## config.mk

```make
export PLATFORM = sky130hd
export DESIGN_NAME = ifu_prefetch_flat
export DESIGN_NICKNAME = d
export VERILOG_FILES = /design/src/rtl/ifu_prefetch_if.sv /design/src/rtl/ifu_prefetch.sv /design/src/flat_wrapper.sv
export SDC_FILE = /design/constraint.sdc
export NUM_CORES = 1
export LEC_CHECK = 0
export ABC_AREA = 1
export BUFFER_PORTS_ARGS = -buffer_cell sky130_fd_sc_hd__buf_2
export CAP_MARGIN = 20
export CORE_ASPECT_RATIO = 1.5
export CORE_MARGIN = 2
export CORE_UTILIZATION = 55
export DETAILED_ROUTE_END_ITERATION = 7
export PLACE_DENSITY_LB_ADDON = 0.15
export SETUP_SLACK_MARGIN = 0.5
export SLEW_MARGIN = 30
export SYNTH_ARGS = -nofsm -noshare
export SYNTH_HDL_FRONTEND = slang
export SYNTH_SLANG_ARGS = --single-unit
```

## constraint.sdc

```tcl
create_clock -name clk -period 11.8 [get_ports clk]
set_clock_uncertainty 0.05 [all_clocks]
set_input_delay 1.18 -clock clk [delete_from_list [all_inputs] [get_ports clk]]
set_output_delay 1.18 -clock clk [all_outputs]
set_load 0.05 [all_outputs]
```

## src/rtl/ifu_prefetch_if.sv

```systemverilog
// ifu_prefetch_if: instruction-memory channel between the fetch unit and imem.
//   imem_req_valid/imem_req_ready/imem_req_addr : in-order fetch requests (fetch -> memory)
//   imem_rsp_valid/imem_rsp_data                : in-order responses, no backpressure (memory -> fetch)
//   modport master: fetch unit side; modport slave: memory side.
interface ifu_prefetch_if #(parameter int XLEN = 64);
    logic            imem_req_valid;
    logic            imem_req_ready;
    logic [XLEN-1:0] imem_req_addr;
    logic            imem_rsp_valid;
    logic [31:0]     imem_rsp_data;
    modport master (
        output imem_req_valid, imem_req_addr,
        input  imem_req_ready, imem_rsp_valid, imem_rsp_data
    );
    modport slave (
        input  imem_req_valid, imem_req_addr,
        output imem_req_ready, imem_rsp_valid, imem_rsp_data
    );
endinterface

```

## src/rtl/ifu_prefetch.sv

```systemverilog
// ifu_prefetch: instruction-fetch unit with a DEPTH-entry prefetch queue and redirect flush.
//   clk, rst (async, active-low)
//   imem           : ifu_prefetch_if.master, request/response channel to instruction memory
//   redirect_valid, redirect_pc : new fetch target; flushes the queue and in-flight responses
//   inst_valid, inst_ready, inst, inst_pc : queue head presented to decode
//   perf_fetch_cnt, perf_stall_cnt : present only when IFU_PERF_CNT_EN is defined
module ifu_prefetch #(
    parameter int          XLEN   = 64,
    parameter logic [63:0] PC_RST = 64'h8000_0000,
    parameter int          DEPTH  = 4
) (
    input  logic                  clk,
    input  logic                  rst,
    ifu_prefetch_if.master        imem,
    input  logic                  redirect_valid,
    input  logic [XLEN-1:0]       redirect_pc,
    output logic                  inst_valid,
    input  logic                  inst_ready,
    output logic [31:0]           inst,
    output logic [XLEN-1:0]       inst_pc
`ifdef IFU_PERF_CNT_EN
    ,
    output logic [63:0]           perf_fetch_cnt,
    output logic [63:0]           perf_stall_cnt
`endif
);
    localparam int CW = $clog2(DEPTH + 1);
    localparam int AW = $clog2(DEPTH);
    localparam logic [XLEN-1:0] RST_PC = PC_RST[XLEN-1:0];

    logic [XLEN-1:0] fetchPc;
    logic [XLEN-1:0] rspPc;
    logic [CW-1:0]   outstanding;
    logic [CW-1:0]   discard;
    logic [CW-1:0]   count;
    logic [AW-1:0]   rdPtr;
    logic [AW-1:0]   wrPtr;
    logic [XLEN-1:0] pcMem   [DEPTH];
    logic [31:0]     instMem [DEPTH];

    logic [XLEN-1:0] redirPc;
    logic [CW:0]     inFlight;
    logic            reqFire;
    logic            push;
    logic            pop;
    logic [CW-1:0]   outstandingNext;

    always_comb begin
        redirPc = redirect_pc & ~XLEN'(3);
        // queued entries plus outstanding requests never exceed DEPTH, so a push can never overflow
        inFlight = {1'b0, count} + {1'b0, outstanding};
        imem.imem_req_valid = rst && !redirect_valid && (inFlight < (CW+1)'(DEPTH));
        imem.imem_req_addr = fetchPc;
        reqFire = imem.imem_req_valid && imem.imem_req_ready;
        inst_valid = count != '0;
        inst = inst_valid ? instMem[rdPtr] : '0;
        inst_pc = inst_valid ? pcMem[rdPtr] : '0;
        push = imem.imem_rsp_valid && (discard == '0) && !redirect_valid;
        pop = inst_valid && inst_ready && !redirect_valid;
        outstandingNext = outstanding + CW'(reqFire) - CW'(imem.imem_rsp_valid);
    end

    always_ff @(posedge clk or negedge rst) begin
        if (!rst) begin
            fetchPc     <= RST_PC;
            rspPc       <= RST_PC;
            outstanding <= '0;
            discard     <= '0;
            count       <= '0;
            rdPtr       <= '0;
            wrPtr       <= '0;
        end else begin
            outstanding <= outstandingNext;
            if (redirect_valid) begin
                // every request still in flight after this cycle returns stale data
                fetchPc <= redirPc;
                rspPc   <= redirPc;
                discard <= outstandingNext;
                count   <= '0;
                rdPtr   <= '0;
                wrPtr   <= '0;
            end else begin
                if (reqFire)
                    fetchPc <= fetchPc + XLEN'(4);
                if (push) begin
                    rspPc <= rspPc + XLEN'(4);
                    wrPtr <= wrPtr + AW'(1);
                end
                if (pop)
                    rdPtr <= rdPtr + AW'(1);
                if (imem.imem_rsp_valid && discard != '0)
                    discard <= discard - CW'(1);
                count <= count + CW'(push) - CW'(pop);
            end
        end
    end

    always_ff @(posedge clk) begin
        if (push) begin
            pcMem[wrPtr]   <= rspPc;
            instMem[wrPtr] <= imem.imem_rsp_data;
        end
    end

`ifdef IFU_PERF_CNT_EN
    always_ff @(posedge clk or negedge rst) begin
        if (!rst) begin
            perf_fetch_cnt <= '0;
            perf_stall_cnt <= '0;
        end else begin
            if (pop)
                perf_fetch_cnt <= perf_fetch_cnt + 64'd1;
            if (inst_ready && !inst_valid && !redirect_valid)
                perf_stall_cnt <= perf_stall_cnt + 64'd1;
        end
    end
`endif

endmodule

```

## src/flat_wrapper.sv

```systemverilog
// flat-port wrapper written by rule: the top's interface ports become plain ports
module ifu_prefetch_flat 
#(
    parameter int          XLEN   = 64,
    parameter logic [63:0] PC_RST = 64'h8000_0000,
    parameter int          DEPTH  = 4
)
  (clk, rst, redirect_valid, redirect_pc, inst_valid, inst_ready, inst, inst_pc, imem_imem_req_valid, imem_imem_req_addr, imem_imem_req_ready, imem_imem_rsp_valid, imem_imem_rsp_data);
  ifu_prefetch_if #(.XLEN(XLEN)) imem_i ();
  input  logic clk;
  input  logic rst;
  input  logic redirect_valid;
  input  logic [XLEN-1:0] redirect_pc;
  output logic inst_valid;
  input  logic inst_ready;
  output logic [31:0] inst;
  output logic [XLEN-1:0] inst_pc;
  output wire logic [$bits(imem_i.imem_req_valid)-1:0] imem_imem_req_valid;
  output wire logic [$bits(imem_i.imem_req_addr)-1:0] imem_imem_req_addr;
  input wire logic [$bits(imem_i.imem_req_ready)-1:0] imem_imem_req_ready;
  input wire logic [$bits(imem_i.imem_rsp_valid)-1:0] imem_imem_rsp_valid;
  input wire logic [$bits(imem_i.imem_rsp_data)-1:0] imem_imem_rsp_data;
  assign imem_imem_req_valid = imem_i.imem_req_valid;
  assign imem_imem_req_addr = imem_i.imem_req_addr;
  assign imem_i.imem_req_ready = imem_imem_req_ready;
  assign imem_i.imem_rsp_valid = imem_imem_rsp_valid;
  assign imem_i.imem_rsp_data = imem_imem_rsp_data;
  ifu_prefetch #(.XLEN(XLEN), .PC_RST(PC_RST), .DEPTH(DEPTH)) u_core (.clk(clk), .rst(rst), .imem(imem_i), .redirect_valid(redirect_valid), .redirect_pc(redirect_pc), .inst_valid(inst_valid), .inst_ready(inst_ready), .inst(inst), .inst_pc(inst_pc));
endmodule
```

# Word-level counts from Yosys, hierarchy flattened
# Memories as Yosys holds them, arrays and structs flattened.
# Index checks and enable logic that the tools add are counted.
[op_classes]
addsub = 10
magnitude_cmp = 1
n_reduce_logical = 16
n_mux = 15
[op_table]
columns = ["operator", "count"]
rows = [
  ["$mux 64", 5],
  ["$add 64x3->64 const B", 2],
  ["$mux 32", 1],
  ["$mux 3", 3],
  ["$logic_and 1x1->1", 8],
  ["$mux 2", 4],
  ["$reduce_bool 2->1", 4],
  ["$add 3x1->3", 2],
  ["$reduce_bool 3->1", 2],
  ["$sub 3x1->3", 2],
  ["$add 2x1->2 const B", 2],
  ["$add 3x3->4", 1],
  ["$lt 4x3->1 const B", 1],
  ["$logic_not 3->1", 1],
  ["$sub 3x1->3 const B", 1],
  ["$mux 1", 2],
  ["$logic_not 1->1", 1],
]
[word_totals]
ff_bits = 141
ram_bits = 384
in_bits = 102
wordCells = 51
mem_count = 2
output_inout_bits = 162
[mem_list]
columns = ["name", "words", "width", "read_ports", "rd_clocked_by_memory_dff", "wr", "line", "rtl"]
rows = [
  ["u_core.pcMem", 4, 64, 1, 0, 1, "ifu_prefetch.sv:38", "logic [XLEN-1:0] pcMem [DEPTH];"],
  ["u_core.instMem", 4, 32, 1, 0, 1, "ifu_prefetch.sv:39", "logic [31:0] instMem [DEPTH];"],
]

# Longest topological paths before layout
[logic_depth]
depth_word = 7
mapped_depth = 15

# Worst setup path before layout
# OpenSTA, ideal clock, no wires.
[synth_timing]
kind = "in2reg"
from = "input port imem_imem_rsp_valid"
to = "memory u_core.instMem[0][0], enable pin"
required_time_ps = 11202
setup_time_ps = 548
t_arrival_ps = 5791
setup_slack_ps = 5411
stages = 5
path_cell_list = "nand3_2 nor2_1 inv_1 clkbuf_1 nor2_1"
[synth_between]
elab_chain_cells = 4
[synth_lines]
columns = ["element", "line", "rtl"]
rows = [
  ["from (decl)", "flat_wrapper.sv:21", "input wire logic [$bits(imem_i.imem_rsp_valid)-1:0] imem_imem_rsp_valid;"],
  ["$logic_and 1x1->1 (2 in series)", "ifu_prefetch.sv:58", "push = imem.imem_rsp_valid && (discard == '0) && !redirect_valid;"],
  ["$mux 1", "ifu_prefetch.sv:99", "if (push) begin"],
  ["$mux 1 (implied by the code)", "ifu_prefetch.sv:101", "instMem[wrPtr] <= imem.imem_rsp_data;"],
  ["to (decl)", "ifu_prefetch.sv:39", ""],
]
# No other way between the ends.

# Worst setup path in the final report
[layout_timing]
from = "register u_core.rdPtr[0]"
to = "output port inst_pc[40]"
[layout_between]
elab_chain_cells = 2
[layout_lines]
columns = ["element", "line", "rtl"]
rows = [
  ["from (decl)", "ifu_prefetch.sv:36", "logic [AW-1:0] rdPtr;"],
  ["from (signal assigned)", "ifu_prefetch.sv:90", "rdPtr <= rdPtr + AW'(1);"],
  ["$mem_v2 4x64", "n/a", ""],
  ["$mux 64", "ifu_prefetch.sv:57", "inst_pc = inst_valid ? pcMem[rdPtr] : '0;"],
  ["to (decl)", "flat_wrapper.sv:17", "output logic [XLEN-1:0] inst_pc;"],
]
# No other way between the ends.

==> results.json <==
{
  "status": "completed",
  "worst_pin_slew_ns": 0.9760,
  "dp.cells": 3428,
  "cap_violations": 0,
  "grt_pass1_wl_um": 112800,
  "stdcell_count": 3519,
  "die_y_um": 262.5,
  "relSlewSlack": 0.3493,
  "crit_fanout": 106,
  "avgSynthCellArea_um2": 9.153,
  "cp.arrival_ns": 3.82,
  "gp_congestion": 0.9949,
  "startpoint_type": "register",
  "drtIter0Drc": 1699,
  "fin_tns_setup_ns": 0,
  "p_per_area_mw_per_mm2": 216.4,
  "fin_area_mm2": 0.02795,
  "synth-seq-cells": 513,
  "finalSetupViolations": 0,
  "fin_crit_sh": 0.4275,
  "required_ns": 10.57,
  "clk_latency_ns": 0.58,
  "p_leak_nw": 11.05,
  "start_util": 0.5571,
  "fin_crit_ns": 5.045,
  "cts_tree": "yes",
  "wl_per_cell_um": 21.57,
  "post-route-util": 0.6354,
  "ys_types": 44,
  "gr-total-overflow": 0,
  "totalPowerFinal_mw": 6.048,
  "end_kind": "primary output",
  "cts_hold_buf": 0,
  "num_vias": 20210,
  "slew_viol_final": 0,
  "portBuffers": 257,
  "swShare": 0.4275,
  "regArea_mm2": 0.01473,
  "ant_nets": 0,
  "firstDrtPassIters": 5,
  "rsz0062_at_grt": "no",
  "multiInputGateArea_mm2": 0.008663,
  "clock_sinks": 513,
  "fillers": 3686,
  "pwr-share-comb": 0.348,
  "antenna_found_initial": 0,
  "area_growth_pct": 14.06,
  "synth_cells": 2677,
  "htree_levels": 2,
  "ir_drop_v": 0.0001653,
  "cts_setup_buffers": 0,
  "fp-row-count": 94,
  "grt_pass1_vias": 19670,
  "viasPerCell": 5.742,
  "clockBufferDepth": 3,
  "dp_hpwl_um": 52760,
  "internal-power_mw": 3.462,
  "clkPwrFrac": 0.264,
  "drc": 0,
  "drt-total-wl_um": 75890,
  "switching_power_mw": 2.586,
  "place_area_mm2": 0.02631,
  "seqPwrFrac": 0.388,
  "track_usage": 0.3226,
  "numCtsBuffers": 48,
  "fmax_ghz": 0.1982,
  "crit_type": "register to primary output",
  "yosys_warnings": 0,
  "final_nets": 3020,
  "grt_max_degree": 107,
  "io_pins": 264,
  "cts-resized-gates": 0,
  "timing_hold_violations_final": 0,
  "dieArea_mm2": 0.04629,
  "syn_area_mm2": 0.02450,
  "seq_area_frac_synth": 0.6008,
  "coreArea_mm2": 0.04399,
  "min_path_type": "input port to async pin",
  "clk_pin_slew_worst_paths_ns": 0.07,
  "clockRootBuffer": "clkbuf_16",
  "layout-drive-gt1-share": 0.1387,
  "dieWidth_um": 176.3
}
-- layout by cell type, fill, tap and decap left out, types with 31 or more instances in the layout --
cell type / n
a21oi_1: 122
buf_2: 256
clkbuf_16: 49
dfrtp_1: 133
edfxtp_1: 376
inv_1: 183
nand2_1: 523
nand3_1: 140
nand4_1: 31
nor2_1: 585
nor3_1: 40
o21ai_0: 249
xor2_1: 32
-- cells in the mapped netlist (all sizes together) --
library cell | count | area, µm²
nand3 | 141 | 710.7
fa | 2 | 40.04
and2 | 1 | 6.260
ha | 14 | 175.2
nand4 | 31 | 193.9
nor2 | 603 | 2337
xnor2 | 24 | 210.2
o311ai | 2 | 17.52
or2 | 3 | 18.77
clkinv | 2 | 7.510
o221ai | 4 | 35.03
clkbuf | 66 | 247.7
buf | 44 | 217.7
o21bai | 14 | 105.1
and3 | 2 | 12.51
dfstp | 2 | 52.55
o22ai | 1 | 6.260
a31o | 1 | 8.760
inv | 187 | 701.9
dfrtp | 135 | 3378
nand2 | 535 | 2063
xor2 | 32 | 280.3
o211ai | 28 | 210.2
edfxtp | 376 | 11290
o21ai | 252 | 1261
conb | 1 | 3.750
nand3b | 4 | 30.03
a31oi | 3 | 18.77
a21oi | 122 | 610.6
nor3 | 45 | 251.5
-- power groups by stage --
stage / clock, mW / combinational [mW] / sequential [mW]
5_1_grt: 1.68 / 2.25 / 2.36
6_report: 1.60 / 2.10 / 2.35
2_1_floorplan: 0 / 1.45 / 2.41
4_1_cts: 1.61 / 2.12 / 2.34
3_5_place_dp: 0 / 2.11 / 2.38
3_3_place_gp: 0 / 2.07 / 2.37
-- cell families after synthesis --
kind of cell	synth area share
and+or+nand+nor	0.2295
other	0.0001530
xor gates and xnor gates	0.02002
buffers and inverters	0.04795
AOI/OAI and AO/OA	0.09278
DFF	0.6008
adders and majority gates	0.008783
-- critical path, stage by stage (launching register included) --
cell and delay [ns]:
dfrtp_4 0.72, inv_4 0.66, buf_4 0.81, o21ai_0 0.25, a21oi_1 0.35, buf_2 0.34
-- metal layers --
| layer | wire (µm) | global-route usage | up-vias |
|---|---|---|---|
| met5 | 0 | 0 | - |
| met4 | 5075 | 0.1914 | 0 |
| met3 | 5048 | 0.03718 | 190 |
| met2 | 38530 | 0.5648 | 842 |
| met1 | 27240 | 0.3795 | 9748 |
| li1 | - | - | 9426 |
-- layout make-up --
cell class / count / share of cell area
clock inverters: 28 / 0.01133
clock buffers: 62 / 0.04741
repair buffers: 282 / 0.05296
well taps: 576 / 0.02579
inverters: 189 / 0.02547
flip-flops and latches: 513 / 0.5270
diodes: 1 / 0.00008953
multi-input cells: 1868 / 0.3100
-- worst paths after layout --
kind	from	endpoint	slack, ns	depth (start not counted)
setup / recovery	u_core.rdPtr[0]	inst_pc[40]	6.75	5
hold / removal	rst	u_core.imem.imem_req_addr[45]	0.49	1
setup reg to reg	u_core.discard[0]	u_core.pcMem[3][24]	8.25	8
hold reg to reg	u_core.imem.imem_req_addr[31]	u_core.imem.imem_req_addr[31]	0.52	2
max in group asynchronous	rst	u_core.imem.imem_req_addr[14]	9.39	3
min in group clk	u_core.imem.imem_req_addr[31]	u_core.imem.imem_req_addr[31]	0.52	2
-- registers in the layout, summed over array words and instances (netlist names) --
name and flops:
u_core.count 3, u_core.discard 3, u_core.imem.imem_req_addr 62, u_core.instMem 128, u_core.outstanding 3, u_core.pcMem 248, u_core.rdPtr 2, u_core.rspPc 62
u_core.wrPtr 2
-- per-stage QoR --
stage	setup slack [ns]	hold slack [ns]
3_5_place_dp	7.327	0.5028
5_1_grt	6.596	0.5309
6_report	6.755	0.4936
3_3_place_gp	7.418	0.4929
4_1_cts	6.742	0.5045
2_1_floorplan	5.411	0.4602
Power figures use the tool's default switching activity.
